`config.mk`:
```
export PLATFORM = sky130hd
export DESIGN_NAME = sample_iter4_tx
export DESIGN_NICKNAME = d
export VERILOG_FILES = /design/src/rtl/sample_iter4_tx_pkg.sv /design/src/rtl/sample_iter4_tx.sv
export SDC_FILE = /design/constraint.sdc
export NUM_CORES = 1
export LEC_CHECK = 0
export BUFFER_PORTS_ARGS = -buffer_cell sky130_fd_sc_hd__buf_4
export CAP_MARGIN = 20
export CORE_AREA = 8 8 334 336
export CTS_CLUSTER_SIZE = 16
export DETAILED_ROUTE_END_ITERATION = 7
export DIE_AREA = 0 0 342 344
export PLACE_DENSITY_LB_ADDON = 0.15
export SETUP_SLACK_MARGIN = 0.3
export SLEW_MARGIN = 10
export SYNTH_ARGS = -nofsm -noshare
export SYNTH_HDL_FRONTEND = slang
export SYNTH_SLANG_ARGS = --single-unit
```
`constraint.sdc`:
```
create_clock -name clk -period 8.35 [get_ports clk]
set_input_delay 0 -clock clk [delete_from_list [all_inputs] [get_ports clk]]
set_output_delay 0 -clock clk [all_outputs]
set_load 0.005 [all_outputs]
```
`src/rtl/sample_iter4_tx_pkg.sv`:
```
// Shared raster definitions: iterator states, lane count and subsample step decode.
package sample_iter4_tx_pkg;

    localparam int LANES = 4;

    typedef enum logic {
        WAIT = 1'b0,
        TEST = 1'b1
    } state_t;

    // One-hot subsample select to step size in fixed point; highest set bit
    // wins, and an all-zero select falls back to a full-pixel step.
    function automatic int unsigned step_decode(input logic [3:0] sub, input int unsigned radix);
        int unsigned step;
        if (sub[3])      step = 32'd1 << radix;
        else if (sub[2]) step = 32'd1 << (radix - 1);
        else if (sub[1]) step = 32'd1 << (radix - 2);
        else if (sub[0]) step = 32'd1 << (radix - 3);
        else             step = 32'd1 << radix;
        return step;
    endfunction

endpackage

```
`src/rtl/sample_iter4_tx.sv`:
```
// Four-wide sample iterator: walks a triangle bounding box row-major at the
// latched subsample pitch, emitting four adjacent sample positions per cycle.
//
// state | meaning
// WAIT  | idle, halt_RnnnnL=1, accepts a triangle when validTri_R13H=1
// TEST  | emitting one four-lane group per cycle until the box is covered
module sample_iter4_tx
    import sample_iter4_tx_pkg::*;
#(
    parameter int SIGFIG = 24,
    parameter int RADIX  = 10,
    parameter int VERTS  = 3,
    parameter int AXIS   = 3,
    parameter int COLORS = 3
) (
    input  logic                     clk,
    input  logic                     rst,
    input  logic signed [SIGFIG-1:0] tri_R13S   [VERTS][AXIS],
    input  logic        [SIGFIG-1:0] color_R13U [COLORS],
    input  logic signed [SIGFIG-1:0] box_R13S   [2][2],
    input  logic                     validTri_R13H,
    input  logic        [3:0]        subSample_RnnnnU,
    output logic                     halt_RnnnnL,
    output logic signed [SIGFIG-1:0] tri_R14S   [VERTS][AXIS],
    output logic        [SIGFIG-1:0] color_R14U [COLORS],
    output logic signed [SIGFIG-1:0] sample_R14S [2][LANES],
    output logic        [LANES-1:0]  validSamp_R14H
);

    // Extra headroom so cx + 4s can never wrap before the compare.
    localparam int W3 = SIGFIG + 3;

    state_t                   r_state;
    logic signed [W3-1:0]     r_cx;
    logic signed [W3-1:0]     r_cy;
    logic signed [W3-1:0]     r_llx;
    logic signed [W3-1:0]     r_urx;
    logic signed [W3-1:0]     r_ury;
    logic signed [W3-1:0]     r_step;
    logic signed [SIGFIG-1:0] r_tri    [VERTS][AXIS];
    logic        [SIGFIG-1:0] r_color  [COLORS];
    logic signed [SIGFIG-1:0] r_sample [2][LANES];
    logic        [LANES-1:0]  r_valid;

    logic signed [W3-1:0]     w_step_in;
    logic signed [W3-1:0]     w_lane_x [LANES];
    logic        [LANES-1:0]  w_lane_ok;
    logic signed [W3-1:0]     w_next_x;
    logic signed [W3-1:0]     w_next_y;
    logic                     w_next_x_ok;
    logic                     w_next_y_ok;

    assign w_step_in = W3'(step_decode(subSample_RnnnnU, RADIX));

    // Lane positions and in-box tests for the current cursor.
    always_comb begin
        w_lane_x[0] = r_cx;
        w_lane_x[1] = r_cx + r_step;
        w_lane_x[2] = r_cx + (r_step <<< 1);
        w_lane_x[3] = r_cx + r_step + (r_step <<< 1);
        w_lane_ok   = '0;
        for (int k = 0; k < LANES; k++) begin
            w_lane_ok[k] = (w_lane_x[k] <= r_urx);
        end
        w_next_x    = r_cx + (r_step <<< 2);
        w_next_y    = r_cy + r_step;
        w_next_x_ok = (w_next_x <= r_urx);
        w_next_y_ok = (w_next_y <= r_ury);
    end

    // Iterator FSM with cursor, latched triangle and registered sample outputs.
    always_ff @(posedge clk or negedge rst) begin
        if (!rst) begin
            r_state <= WAIT;
            r_cx    <= '0;
            r_cy    <= '0;
            r_llx   <= '0;
            r_urx   <= '0;
            r_ury   <= '0;
            r_step  <= '0;
            r_valid <= '0;
            for (int v = 0; v < VERTS; v++) begin
                for (int a = 0; a < AXIS; a++) begin
                    r_tri[v][a] <= '0;
                end
            end
            for (int c = 0; c < COLORS; c++) begin
                r_color[c] <= '0;
            end
            for (int k = 0; k < LANES; k++) begin
                r_sample[0][k] <= '0;
                r_sample[1][k] <= '0;
            end
        end else begin
            case (r_state)
                WAIT: begin
                    r_valid <= '0;
                    if (validTri_R13H) begin
                        r_tri   <= tri_R13S;
                        r_color <= color_R13U;
                        r_llx   <= W3'(box_R13S[0][0]);
                        r_urx   <= W3'(box_R13S[1][0]);
                        r_ury   <= W3'(box_R13S[1][1]);
                        r_cx    <= W3'(box_R13S[0][0]);
                        r_cy    <= W3'(box_R13S[0][1]);
                        r_step  <= w_step_in;
                        r_state <= TEST;
                    end
                end
                TEST: begin
                    for (int k = 0; k < LANES; k++) begin
                        r_sample[0][k] <= w_lane_x[k][SIGFIG-1:0];
                        r_sample[1][k] <= r_cy[SIGFIG-1:0];
                    end
                    r_valid <= w_lane_ok;
                    if (w_next_x_ok) begin
                        r_cx <= w_next_x;
                    end else if (w_next_y_ok) begin
                        r_cx <= r_llx;
                        r_cy <= w_next_y;
                    end else begin
                        r_state <= WAIT;
                    end
                end
                default: r_state <= WAIT;
            endcase
        end
    end

    assign halt_RnnnnL    = (r_state == WAIT);
    assign tri_R14S       = r_tri;
    assign color_R14U     = r_color;
    assign sample_R14S    = r_sample;
    assign validSamp_R14H = r_valid;

endmodule

```
### Word level (Yosys, flattened, before mapping)

Index checks and enable logic that the tools add are counted.

| storage, ports and cells | value |
|---|---|
| input bits | 391 |
| bits in registers | 566 |
| output and inout port bits | 485 |
| word-level logic and storage cells | 61 |

| operators by class | value |
|---|---|
| equal/unequal tests | 4 |
| mux-type cells | 17 |
| add/sub/neg operators | 5 |
| magnitude comparators | 6 |
| reductions and logical operators | 3 |
| bitwise operators | 1 |

Operator list:

| cell | count |
|---|---|
| 27-bit two-way mux | 8 |
| 27-bit by 24-bit <= comparator with 1-bit output | 6 |
| 27-bit adder | 5 |
| 27-bit case mux with 2 select lines | 2 |
| 11-bit two-way mux | 2 |
| 4-bit case mux with 2 select lines | 1 |
| 2-bit != test, second input constant | 2 |
| 2-bit AND reduction | 2 |
| 1-bit two-way mux | 3 |
| 3-bit by 1-bit != test with 1-bit output, second input constant | 1 |
| 3-bit AND reduction | 1 |
| 2-bit by 1-bit != test with 1-bit output, second input constant | 1 |
| 1-bit case mux with 2 select lines | 1 |
| 1-bit inverter | 1 |

### Depth between registers and ports, before layout

Gate-level depths: netlist of the first run.

| depth | value |
|---|---|
| depth after elaboration | 5 |
| gate-level depth with buffers | 23 |
| mapped depth without buffers | 23 |

### Least setup slack after synthesis of the first run

Ideal clock, no wire load.

| path | value |
|---|---|
| path kind | reg-to-reg |
| start point | register r_step[8] |
| end point | register r_valid[3], in the netlist validSamp_R14H[3] |
| data required time | 8,231 ps |
| path buffers | 0 |
| arrival | 4,432 ps |
| clock period less this slack | 4,551 ps |
| setup time | 119 ps |
| cell stages (with the launch flop) | 21 |
| setup slack | 3,799 ps |
| cells stage by stage | dfrtp_1 -> inv_1 -> fa_1 -> xnor2_1 -> inv_1 -> fa_1 -> nor2b_1 -> o21ai_0 -> nand2b_1 -> and3_1 -> nand4b_4 -> nor4_1 -> xor2_1 -> ha_1 -> nand4_1 -> nor2_1 -> nand3_1 -> or3_1 -> o221a_2 -> xnor2_1 -> o21a_1 |

RTL lines:

| what | line | source |
|---|---|---|
| start: declaration | sample_iter4_tx.sv:39 | `logic signed [W3-1:0] r_step;` |
| start signal: assignment | sample_iter4_tx.sv:106 | `r_step <= w_step_in;` |
| end signal: assignment | sample_iter4_tx.sv:115 | `r_valid <= w_lane_ok;` |
| end: declaration | sample_iter4_tx.sv:43 | `logic [LANES-1:0] r_valid;` |

### Worst setup path after layout of the first run

| path | value |
|---|---|
| start point | register r_step[8] |
| end point | register r_cy[21] |

| on the way | value |
|---|---|
| cells in the longest elaborated chain, start to end | 4 |
| elaborated cells on any way between the ends | 10 |
| classes of those cells | 2 x add/sub; 2 x order compare; 2 x eq/ne; 3 x mux; 1 x reduce/logical |

RTL lines:

| what | line | source |
|---|---|---|
| 27-bit adder (on tied branches) | sample_iter4_tx.sv:66, sample_iter4_tx.sv:65 |  |
| 27-bit by 24-bit <= comparator with 1-bit output, or another cell as far along | sample_iter4_tx.sv:68 | `w_next_y_ok = (w_next_y <= r_ury);` |
| 2-bit by 1-bit != test with 1-bit output (no source line), or another cell as far along | n/a |  |
| 3-bit AND reduction (no source line) / 27-bit case mux with 2 select lines (equally long branches) | n/a |  |
| end signal: assignment | sample_iter4_tx.sv:105 | `r_cy <= W3'(box_R13S[0][1]);` |
| end signal: assignment | sample_iter4_tx.sv:120 | `r_cy <= w_next_y;` |
| end: declaration | sample_iter4_tx.sv:35 | `logic signed [W3-1:0] r_cy;` |

Parallel ways exist; a longest one is shown, timed or not. The select of a mux whose other input is x is not followed.
A chain may end at the register's enable or synchronous reset.

==> results of run 1 <==
==> power groups by stage <==
stage	clock network [uW]	logic (uW)	registers (uW)
after global routing	3210	9390	4940
after detailed placement	0	8420	4790
after global placement	0	8390	4790
after floorplan	0	4740	4500
after CTS	3120	8620	4780
final	3020	8440	4760
==> logic make-up (layout without fill, tap and decap cells) <==
group	Yosys count	after routing	share of synthesized area [%]
buffers and inverters	342	1522	6.41
muxes	126	126	5.21
and+or+nand+nor	1377	1377	21.5
xor gates and xnor gates	86	86	2.92
AOI/OAI and AO/OA	286	286	6.89
adders and majority gates	155	155	7.53
DFF	520	520	49.5
other	0	27	0
==> worst min-delay path by stage <==
stage,cells after the start,start,slack (ns),endpoint
CTS,4,tri_R13S[113],0.05,tri_R14S[113]
global route,4,tri_R13S[113],0.09,tri_R14S[113]
detailed placement,1,rst,0.06,color_R14U[39]
floorplan,0,rst,-0.30,color_R14U[0]
finish,4,tri_R13S[113],0.10,tri_R14S[113]
global placement,1,rst,0.06,color_R14U[39]
==> layer usage <==
metal	global-route usage, %	up-vias
met1	25.5	11800
met5	0	-
met3	5.18	202
li1	-	11700
met4	8.76	20
met2	37.2	743
==> synth_stat cells (9+ instances only) <==
cell type	n	area, sq um
buf_1	14	52.6
nor3_1	25	125
nor2_1	110	413
and3_1	10	62.6
dfrtp_1	520	13000
a31oi_1	17	106
a21oi_1	74	370
a311oi_1	9	78.8
clkbuf_1	111	417
nand3_1	44	220
mux2_2	80	901
mux2i_1	40	400
xnor2_1	77	674
o21ai_0	87	435
buf_4	97	728
inv_1	111	417
nor2b_1	23	144
nand4_1	46	288
nand2_1	1078	4050
a211oi_1	10	75.1
a21o_1	30	225
ha_1	150	1880
==> flip-flops by register name, summed over array words and instances, names as in the netlist, 24 cells and up <==
signal and cells:
color_R14U 72, r_urx 24, r_llx 24, r_cx 27, tri_R14S 216, r_ury 24, sample_R14S 97, r_cy 27
==> critical path, stage by stage, from the launching register on <==
cell	delay, ns
dfrtp_1	0.53
inv_1	0.26
fa_1	0.50
nor2b_1	0.14
o21a_1	0.18
o2111ai_1	0.19
nor2_1	0.25
nand3_1	0.17
xnor2_1	0.17
ha_1	0.31
nand4_1	0.17
or4_4	0.54
o41ai_2	0.40
or4_1	0.23
and2_1	0.68
and3_1	0.90
mux2_1	0.40
==> metrics by stage <==
| stage | cell area [sq um] | total power [uW] | instances |
|---|---|---|---|
| after floorplan | 26300 | 9230 | 2892 |
| after global placement | 33600 | 13200 | 4961 |
| after detailed placement | 33600 | 13200 | 4961 |
| after CTS | 39800 | 16500 | 5474 |
| after global routing | 39900 | 17500 | 5490 |
| final | 39900 | 16200 | 5502 |
==> cell type report <==
type                    count  area [sq um]  share of cell area, %
diodes                     27          67.6                  0.169
flip-flops and latches    520         13000                   32.6
multi-input cells        2030         11600                   29.1
repair buffers           1289         10800                   27.0
well taps                1403          1760                   4.40
inverters                 114           428                   1.07
clock buffers              98          1980                   4.95
clock inverters            21           277                  0.693
==> timing repair <==
action / 4_1_cts / 5_1_grt
hold buffers: 394 / 0
resized for setup: 0 / 0
endpoints found under the hold margin: 489 / 0
==> flow_summary.json, run 1 <==
{
  "fin_worst_hold_slack_ns": 0.102,
  "synth-edff-count": 0,
  "reg2regPathDepth": 16,
  "layout_setup_ws_ns": 2.17,
  "met2_length_um": 63300,
  "grt_overflow_total": 0,
  "h-tree-depth": 3,
  "startpoint": "r_step[8]",
  "outcome": "finished, final reports clean",
  "cts.clk_slew.worst_paths_ns": 0.06,
  "core_sq_mm": 0.106,
  "grt_pass1_vias": 26100,
  "p_sw_uw": 6880,
  "peakVddDrop_uv": 229,
  "switching_share_pct": 42.4,
  "synthCells": 2892,
  "post-route-util_pct": 37.5,
  "p_comb_share_pct": 52.0,
  "cp_max_fo": 19,
  "area_growth_syn_to_layout_pct": 51.8,
  "crit_path_end": "r_cy[21]",
  "clock_latency_ns": 0.63,
  "top_layer_used": "met5",
  "cp.arrival_ns": 6.67,
  "die_x_um": 342,
  "cp-start-kind": "flop",
  "leakage_uw": 0.0202,
  "power_density_mw_per_mm2": 407,
  "synth_nets": 3438,
  "yosysWarningCount": 0,
  "r2r_slack_ns": 2.17,
  "dr_wl_met3_um": 7780,
  "rsz0062_at_grt": "false",
  "postSynth.asyncResetShare_pct": 100,
  "internal-power_uw": 9340,
  "cts_sinks": 520,
  "vias": 24500,
  "dp_slack_ns": 2.16,
  "root_buffer": "clkbuf_16",
  "synth_area_sq_mm": 0.0263,
  "place_congestion": 0.870,
  "dieArea_sq_mm": 0.118,
  "cap_violations": 0,
  "antenna_found_initial": 52,
  "finalHoldViolations": 0,
  "finalCriticalPeriod_ns": 6.18,
  "worstMarginPinSlew_ns": 1.03,
  "drc": 0,
  "synth_top_flop_cell": "dfrtp_1",
  "grt_max_degree": 184,
  "min_period_over_period_pct": 74.0,
  "wl_met1_um": 52700,
  "fin_skew_ns": 0.0310,
  "hold_class": "in -> reg",
  "drive_gt1_share_pct": 27.2,
  "critPathCaptureType": "flop",
  "num_rows": 120,
  "critical_path_class": "reg -> reg",
  "io_buffer_count": 875,
  "track_usage_pct": 21.5,
  "initial_core_util_pct": 24.7,
  "firstDrtPassIters": 7,
  "routed_wl_um": 130000,
  "synth_cell_types": 77,
  "cts_made_buffers": 68,
  "layout_commonest_cell": "nand2_1",
  "cts_tree": "built",
  "tns_ns": 0,
  "io_pins": 876,
  "seq_power_share_pct": 29.3,
  "setup_viol": 0,
  "fmax_ghz": 0.162,
  "drv_slew": 0,
  "fin_nets": 4569,
  "ant_nets": 0,
  "fp.dieH_um": 344,
  "r2r-end": "r_cy[21]",
  "ys_seq_elements": 520,
  "drt_iter0_markers": 1331,
  "clockBufferDepth": 3,
  "cp.required_ns": 8.85,
  "r2r_start": "r_step[8]",
  "vias_per_cell": 4.44,
  "cts_setup_buffers": 0,
  "synth_area_per_cell_sq_um": 9.08,
  "final_cell_mix": "1077 x nand2_1, 887 x buf_4, 519 x dfrtp_1",
  "fillers": 11000,
  "slew_headroom_pct": 31.4,
  "dp_hpwl_um": 102000,
  "wl_per_cell_um": 23.6,
  "seq_area_frac_synth_pct": 49.5,
  "power.share.clock_pct": 18.6,
  "grt_pass1_wl_um": 186000
}
Note: power is estimated with default switching activity, not from simulation.
==> run 2: changes to the inputs <==
--- a/config.mk
+++ b/config.mk
@@ -5,12 +5,13 @@
 export SDC_FILE = /design/constraint.sdc
 export NUM_CORES = 1
 export LEC_CHECK = 0
+export ABC_AREA = 1
 export BUFFER_PORTS_ARGS = -buffer_cell sky130_fd_sc_hd__buf_4
 export CAP_MARGIN = 20
-export CORE_AREA = 8 8 334 336
+export CORE_AREA = 8 8 336 338
 export CTS_CLUSTER_SIZE = 16
 export DETAILED_ROUTE_END_ITERATION = 7
-export DIE_AREA = 0 0 342 344
+export DIE_AREA = 0 0 344 346
 export PLACE_DENSITY_LB_ADDON = 0.15
 export SETUP_SLACK_MARGIN = 0.3
 export SLEW_MARGIN = 10
==> constraint.sdc (replaced) <==
create_clock -name clk -period 5.5 [get_ports clk]
set_input_delay 0 -clock clk [delete_from_list [all_inputs] [get_ports clk]]
set_output_delay 0 -clock clk [all_outputs]
set_load 0.005 [all_outputs]
==> run 2 against run 1 <==
Sequential power grew 50%. Die area rose by 1.2%. First-iteration DRC count is 37% higher. Core utilization decreased by 0.12 points. Routed wire length barely moved. Clock power is 54% higher.
==> flow_summary.json, run 2 <==
{
  "postSynth.asyncResetShare_pct": 100,
  "area_growth_syn_to_layout_pct": 51.3,
  "synth_top_area_share_pct": 48.8,
  "antenna_found_initial": 46,
  "cp_max_fo": 7,
  "slew_headroom_pct": 35.5,
  "tns_ns": 0,
  "synth-edff-count": 0,
  "io_pins": 876,
  "r2r_start": "r_step[8]",
  "fmax_ghz": 0.214,
  "synthCells": 3351,
  "grt_overflow_total": 0,
  "clockBufferDepth": 3,
  "die_x_um": 344,
  "synth_nets": 3897,
  "finalCriticalPeriod_ns": 4.66,
  "synth_largest_area_cell": "dfrtp_1",
  "drive_gt1_share_pct": 23.4,
  "synth_area_sq_mm": 0.0266,
  "outcome": "finished, final reports clean",
  "ant_nets": 0,
  "synth.most_common_cell": "nand2_1",
  "cts_sinks": 520,
  "vias_per_cell": 4.40,
  "cp.arrival_ns": 5.19,
  "r2r-end": "validSamp_R14H[3]",
  "dieArea_sq_mm": 0.119,
  "place_congestion": 0.875,
  "cp-start-kind": "flop",
  "grt_max_degree": 187,
  "min_period_over_period_pct": 84.8,
  "reg2regPathDepth": 26,
  "root_buffer": "clkbuf_16",
  "clock_latency_ns": 0.64,
  "yosysWarningCount": 0,
  "hold_class": "in -> async",
  "leakage_uw": 0.0214,
  "seq_area_frac_synth_pct": 48.8,
  "finalHoldViolations": 0,
  "vias": 26300,
  "fp.dieH_um": 346,
  "cts_made_buffers": 68,
  "worstMarginPinSlew_ns": 0.968,
  "wl_per_cell_um": 21.8,
  "peakVddDrop_uv": 292,
  "cap_violations": 0,
  "dp_hpwl_um": 101000,
  "fin_skew_ns": 0.0282,
  "track_usage_pct": 21.2,
  "initial_core_util_pct": 24.7,
  "ys_top_cells_by_area": "dfrtp_1 49%, nand2_1 22%, ha_1 7.0%, inv_1 3.2%, o21ai_0 2.9%",
  "grt_pass1_vias": 27100,
  "cp.required_ns": 6.02,
  "dp.cells": 5436,
  "routed_wl_um": 130000,
  "cts_setup_buffers": 0,
  "h-tree-depth": 3,
  "num_rows": 121,
  "setup_viol": 0,
  "finalNonFillerCells": 5971,
  "synth_top_flop_cell": "dfrtp_1",
  "firstDrtPassIters": 5,
  "synth_area_per_cell_sq_um": 7.95,
  "drt_iter0_markers": 1824,
  "ys_seq_elements": 520,
  "cts.clk_slew.worst_paths_ns": 0.06,
  "power_density_mw_per_mm2": 605,
  "r2r_slack_ns": 0.84,
  "drc": 0,
  "core_sq_mm": 0.108,
  "synth_cell_types": 49,
  "fin_nets": 5031,
  "layout_commonest_cell": "nand2_1",
  "rsz0062_at_grt": "true",
  "io_buffer_count": 875,
  "grt_pass1_wl_um": 188000,
  "cts_tree": "built",
  "critical_path_class": "reg -> reg",
  "largest_register_ffs": 216,
  "drv_slew": 0,
  "critPathCaptureType": "flop",
  "final_cell_mix": "1593 x nand2_1, 891 x buf_4, 519 x dfrtp_1",
  "synth_commonest_cells": "1594 x nand2_1, 520 x dfrtp_1, 226 x inv_1"
}
[run 2: cell count changes in the layout (fill, tap and decap cells not counted), moves of 59 or more]
cell / delta
inv_1: +115
xnor2_1: -69
nand3_1: +59
o21ai_0: +70
mux2_2: -80
nand2_1: +516
[run 2: what timing repair did]
action / in CTS / in global routing
hold endpoints to repair: 671 / 0
hold buffers: 393 / 0
setup endpoints to repair: 0 / 29
resized for setup: 0 / 3
[run 2: worst max-delay path by stage]
stage               slack (ns)  startpoint                 to
finish                    0.84   r_step[8]  validSamp_R14H[3]
global route              0.28   r_step[8]  validSamp_R14H[3]
CTS                       0.58   r_step[8]           r_cy[11]
detailed placement        0.64   r_step[8]           r_cy[24]
global placement          0.81   r_step[8]           r_cy[19]
floorplan                 1.59   r_step[8]  validSamp_R14H[3]
[run 2: worst max-delay path, stage by stage, from the launching register on]
cell     delay [ns]
dfrtp_1        0.53
inv_1          0.31
fa_1           0.52
inv_1          0.09
nand3_1        0.10
nand2_2        0.15
nand2_1        0.09
nand2_1        0.10
inv_1          0.06
ha_1           0.31
nand2_1        0.06
o21ai_0        0.27
nand2_1        0.15
nor3_2         0.17
nand2_2        0.14
nor2_1         0.15
nand2_1        0.07
nand2_1        0.07
nand2_1        0.06
ha_1           0.35
nand4_1        0.14
nor3_2         0.23
nand3_1        0.14
nand3_1        0.12
nand3_1        0.07
nand2_1        0.06
inv_1          0.04
[run 2: layer usage]
metal / part of all wire (%) / up-vias / global-route usage (%)
met2: 47 / 791 / 35.1
met5: 0.18 / - / 0
met1: 41 / 12500 / 26.4
li1: - / 12700 / -
met3: 7.0 / 213 / 5.56
met4: 3.9 / 34 / 7.70
[run 2: final cells by class]
class,count,area [sq um]
tap,1414,1770
sequential,520,13000
clock buffer,103,2030
timing repair buffer,1290,10800
multi-input combinational,2369,11500
fill,11300,67500
antenna,19,47.5
inverter,236,901
clock inverter,20,289
[run 2: stage by stage]
step / total power (uW) / hold slack (ns) / util [%] / setup WS, ns / cell area [sq um]
floorplan: 13700 / -0.296 / - / 1.59 / 26600
global placement: 19600 / -0.0131 / 31.5 / 0.809 / 34000
detailed placement: 19700 / -0.0127 / 31.5 / 0.641 / 34000
CTS: 24800 / 0.00540 / 37.4 / 0.576 / 40300
global route: 26400 / 0.0419 / 37.4 / 0.282 / 40300
finish: 24400 / 0.0289 / 37.4 / 0.837 / 40300
[run 2: cells by family after synthesis]
logic type / share of synthesized area, %
adders and majority gates: 7.42
DFF: 48.8
xor gates and xnor gates: 1.77
and+or+nand+nor: 28.5
AOI/OAI and AO/OA: 5.48
buffers and inverters: 8.03
[run 2: power breakdown]
group	total, uW	switching [uW]	internal (uW)
logic	12600	7510	5100
registers	7130	1470	5650
clock network	4650	1880	2770
==> run 3: changes to the inputs <==
--- a/config.mk
+++ b/config.mk
@@ -5,13 +5,13 @@
 export SDC_FILE = /design/constraint.sdc
 export NUM_CORES = 1
 export LEC_CHECK = 0
-export ABC_AREA = 1
+export ABC_AREA = 0
 export BUFFER_PORTS_ARGS = -buffer_cell sky130_fd_sc_hd__buf_4
 export CAP_MARGIN = 20
-export CORE_AREA = 8 8 336 338
+export CORE_AREA = 8 8 334 336
 export CTS_CLUSTER_SIZE = 16
 export DETAILED_ROUTE_END_ITERATION = 7
-export DIE_AREA = 0 0 344 346
+export DIE_AREA = 0 0 342 344
 export PLACE_DENSITY_LB_ADDON = 0.15
 export SETUP_SLACK_MARGIN = 0.3
 export SLEW_MARGIN = 10
==> constraint.sdc (replaced) <==
create_clock -name clk -period 4.03 [get_ports clk]
set_input_delay 0 -clock clk [delete_from_list [all_inputs] [get_ports clk]]
set_output_delay 0 -clock clk [all_outputs]
set_load 0.005 [all_outputs]
==> run 3 against run 2 <==
The run now ends with hold timing, setup timing left. Non-clock buffer count up 254. Die area down 1.2%. Count of clock-buffer cells in the layout unchanged. Clock skew down 0.0054 ns. Cell count down 3.7%. Clock power up 32%. Global-route usage up 0.50 points. Cell area up 6.0%. Via count down 3.3%. Sequential power up 37%. Sequential cell count unchanged. Highest routed layer unchanged.
==> flow_summary.json, run 3 (same netlist as run 1, synthesis figures left out) <==
{
  "outcome": "complete, but fails checks",
  "violations": "hold timing, setup timing",
  "hold_class": "in -> async",
  "critical_path_class": "reg -> reg",
  "leakage_uw": 0.0217,
  "initial_core_util_pct": 24.7,
  "critPathCaptureType": "flop",
  "r2r-end": "validSamp_R14H[3]",
  "cts_made_buffers": 69,
  "wl_per_cell_um": 22.9,
  "cp_max_fo": 3,
  "drc": 0,
  "clock_latency_ns": 0.64,
  "worst_path_max_delay_cell": "dfrtp_2",
  "track_usage_pct": 21.7,
  "clockBufferDepth": 3,
  "cap_violations": 0,
  "startpoint": "r_step[7]",
  "finalCriticalPeriod_ns": 4.47,
  "grt_pass1_wl_um": 189000,
  "drt_iter0_markers": 1348,
  "internal-power_uw": 22000,
  "layout_setup_ws_ns": -0.436,
  "grt_overflow_total": 0,
  "p_comb_share_pct": 57.4,
  "cp.required_ns": 4.55,
  "h-tree-depth": 3,
  "routed_wl_um": 132000,
  "core_sq_mm": 0.106,
  "setup_viol": 49,
  "grt_pass1_vias": 26700,
  "post-route-util_pct": 40.2,
  "fin_skew_ns": 0.0228,
  "peakVddDrop_uv": 483,
  "cpMostUsedCell": "inv_2",
  "cp.arrival_ns": 4.99,
  "firstDrtPassIters": 7,
  "crit_path_end": "validSamp_R14H[3]",
  "power.share.clock_pct": 16.4,
  "dpl_cell_area_sq_mm": 0.0354,
  "critPathBufInv": 3,
  "area_growth_syn_to_layout_pct": 62.7,
  "cp_num_cells": 22,
  "drive_gt1_share_pct": 34.2,
  "cts_tree": "built",
  "seq_power_share_pct": 26.2,
  "cts.clk_slew.worst_paths_ns": 0.06,
  "cts_sinks": 520,
  "antenna_found_initial": 35,
  "cp-start-kind": "flop",
  "drv_slew": 0,
  "vias": 25400,
  "place_congestion": 0.889,
  "final_cell_mix": "1102 x buf_4, 1073 x nand2_1, 515 x dfrtp_1",
  "ant_nets": 0,
  "r2r_start": "r_step[7]",
  "max_stage_delay_ns": 0.45,
  "finalHoldViolations": 2,
  "worstMarginPinSlew_ns": 0.909,
  "io_buffer_count": 875,
  "dieArea_sq_mm": 0.118,
  "switching_share_pct": 41.2,
  "r2r_slack_ns": -0.44,
  "fin_worst_hold_slack_ns": -0.0150,
  "grt_max_degree": 93,
  "root_buffer": "clkbuf_16",
  "die_x_um": 342,
  "slew_headroom_pct": 39.4,
  "crit_chain": "ha_4 -> inv_2 -> fa_2 -> inv_2 -> ha_4 -> inv_2 -> fa_2 -> nor2b_1 -> o21ai_1 -> nand2b_1 -> and3_4 -> nand4b_4 -> nor4_4 -> xor2_1 -> ha_1 -> nand4_1 -> nor2_2 -> nand3_2 -> or3_4 -> o221a_2 -> xnor2_1 -> o21a_1",
  "layout_commonest_cell": "buf_4",
  "power_density_mw_per_mm2": 876,
  "fin_nets": 4825,
  "tns_ns": -13.95,
  "vias_per_cell": 4.42,
  "io_pins": 876,
  "min_period_over_period_pct": 111,
  "p_sw_uw": 15400,
  "fp.dieH_um": 344,
  "dp_hpwl_um": 104000,
  "largest_register_ffs": 216,
  "stdcell_area_sq_mm": 0.0427,
  "rsz0062_at_grt": "true",
  "crit_family": "simple AND/OR/NAND/NOR gates",
  "num_rows": 120,
  "fmax_ghz": 0.224,
  "reg2regPathDepth": 22
}
run 3: cell types whose count changed in the layout (fill, tap and decap cells not counted), moves of 59 or more:
cell     previous run  this run
buf_4             891      1102
inv_1             226       105
mux2_2              0        80
nand2_1          1593      1073
nand3_1           103        39
o21ai_0           157        82
xnor2_1             8        67
run 3: through the flow:
stage / total power (uW) / cells / worst slack (ns)
after floorplan: 19200 / 2892 / -0.242
after global placement: 29400 / 5176 / -0.451
after detailed placement: 29400 / 5176 / -0.522
after CTS: 36800 / 5715 / -0.408
after global routing: 40200 / 5744 / -0.674
final: 37400 / 5751 / -0.436
run 3: worst min path at each step:
stage	to	slack, ns
finish	color_R14U[20]	-0.02
global route	color_R14U[20]	0.06
CTS	color_R14U[20]	0.02
detailed placement	color_R14U[20]	0.13
global placement	color_R14U[20]	0.14
floorplan	color_R14U[0]	-0.30
run 3: area by class of cell:
type                    instances  area [sq um]
fillers                     10700         63600
flip-flops and latches        520         13000
repair buffers               1544         13000
multi-input cells            2030         12300
clock buffers                 103          2060
well taps                    1403          1760
inverters                     114           428
clock inverters                19           169
diodes                         18          45.0
run 3: what timing repair did:
item | in CTS | in global routing
hold buffers | 393 | 0
setup endpoints to repair | 51 | 51
buffers inserted | 23 | 18
pin swaps | 28 | 39
gates resized for setup | 45 | 108
endpoints found under the hold margin | 518 | 0
gates cloned | 1 | 0
run 3: metal layers:
| metal | wire, um | vias up | GRT usage [%] |
|---|---|---|---|
| li1 | - | 12200 | - |
| met1 | 52700 | 12300 | 25.7 |
| met2 | 65400 | 744 | 37.7 |
| met3 | 8340 | 193 | 5.55 |
| met4 | 4990 | 16 | 8.29 |
| met5 | 107 | - | 0 |
run 3: worst register-to-register path, cell delays in order (launching register included):
cell and delay, ns:
dfrtp_2 0.45, ha_4 0.18, inv_2 0.06, fa_2 0.42
inv_2 0.09, ha_4 0.13, inv_2 0.03, fa_2 0.33
nor2b_1 0.12, o21ai_1 0.08, nand2b_1 0.10, and3_4 0.21
nand4b_4 0.13, nor4_4 0.30, xor2_1 0.10, ha_1 0.30
nand4_1 0.11, nor2_2 0.17, nand3_2 0.10, or3_4 0.38
o221a_2 0.28, xnor2_1 0.12, o21a_1 0.16
run 3: power by group through the flow:
stage | logic (uW) | clock network, uW | registers, uW
detailed placement | 19700 | 0 | 9770
global placement | 19600 | 0 | 9770
global route | 23500 | 6560 | 10100
floorplan | 9920 | 0 | 9320
finish | 21500 | 6150 | 9790
CTS | 20700 | 6360 | 9760
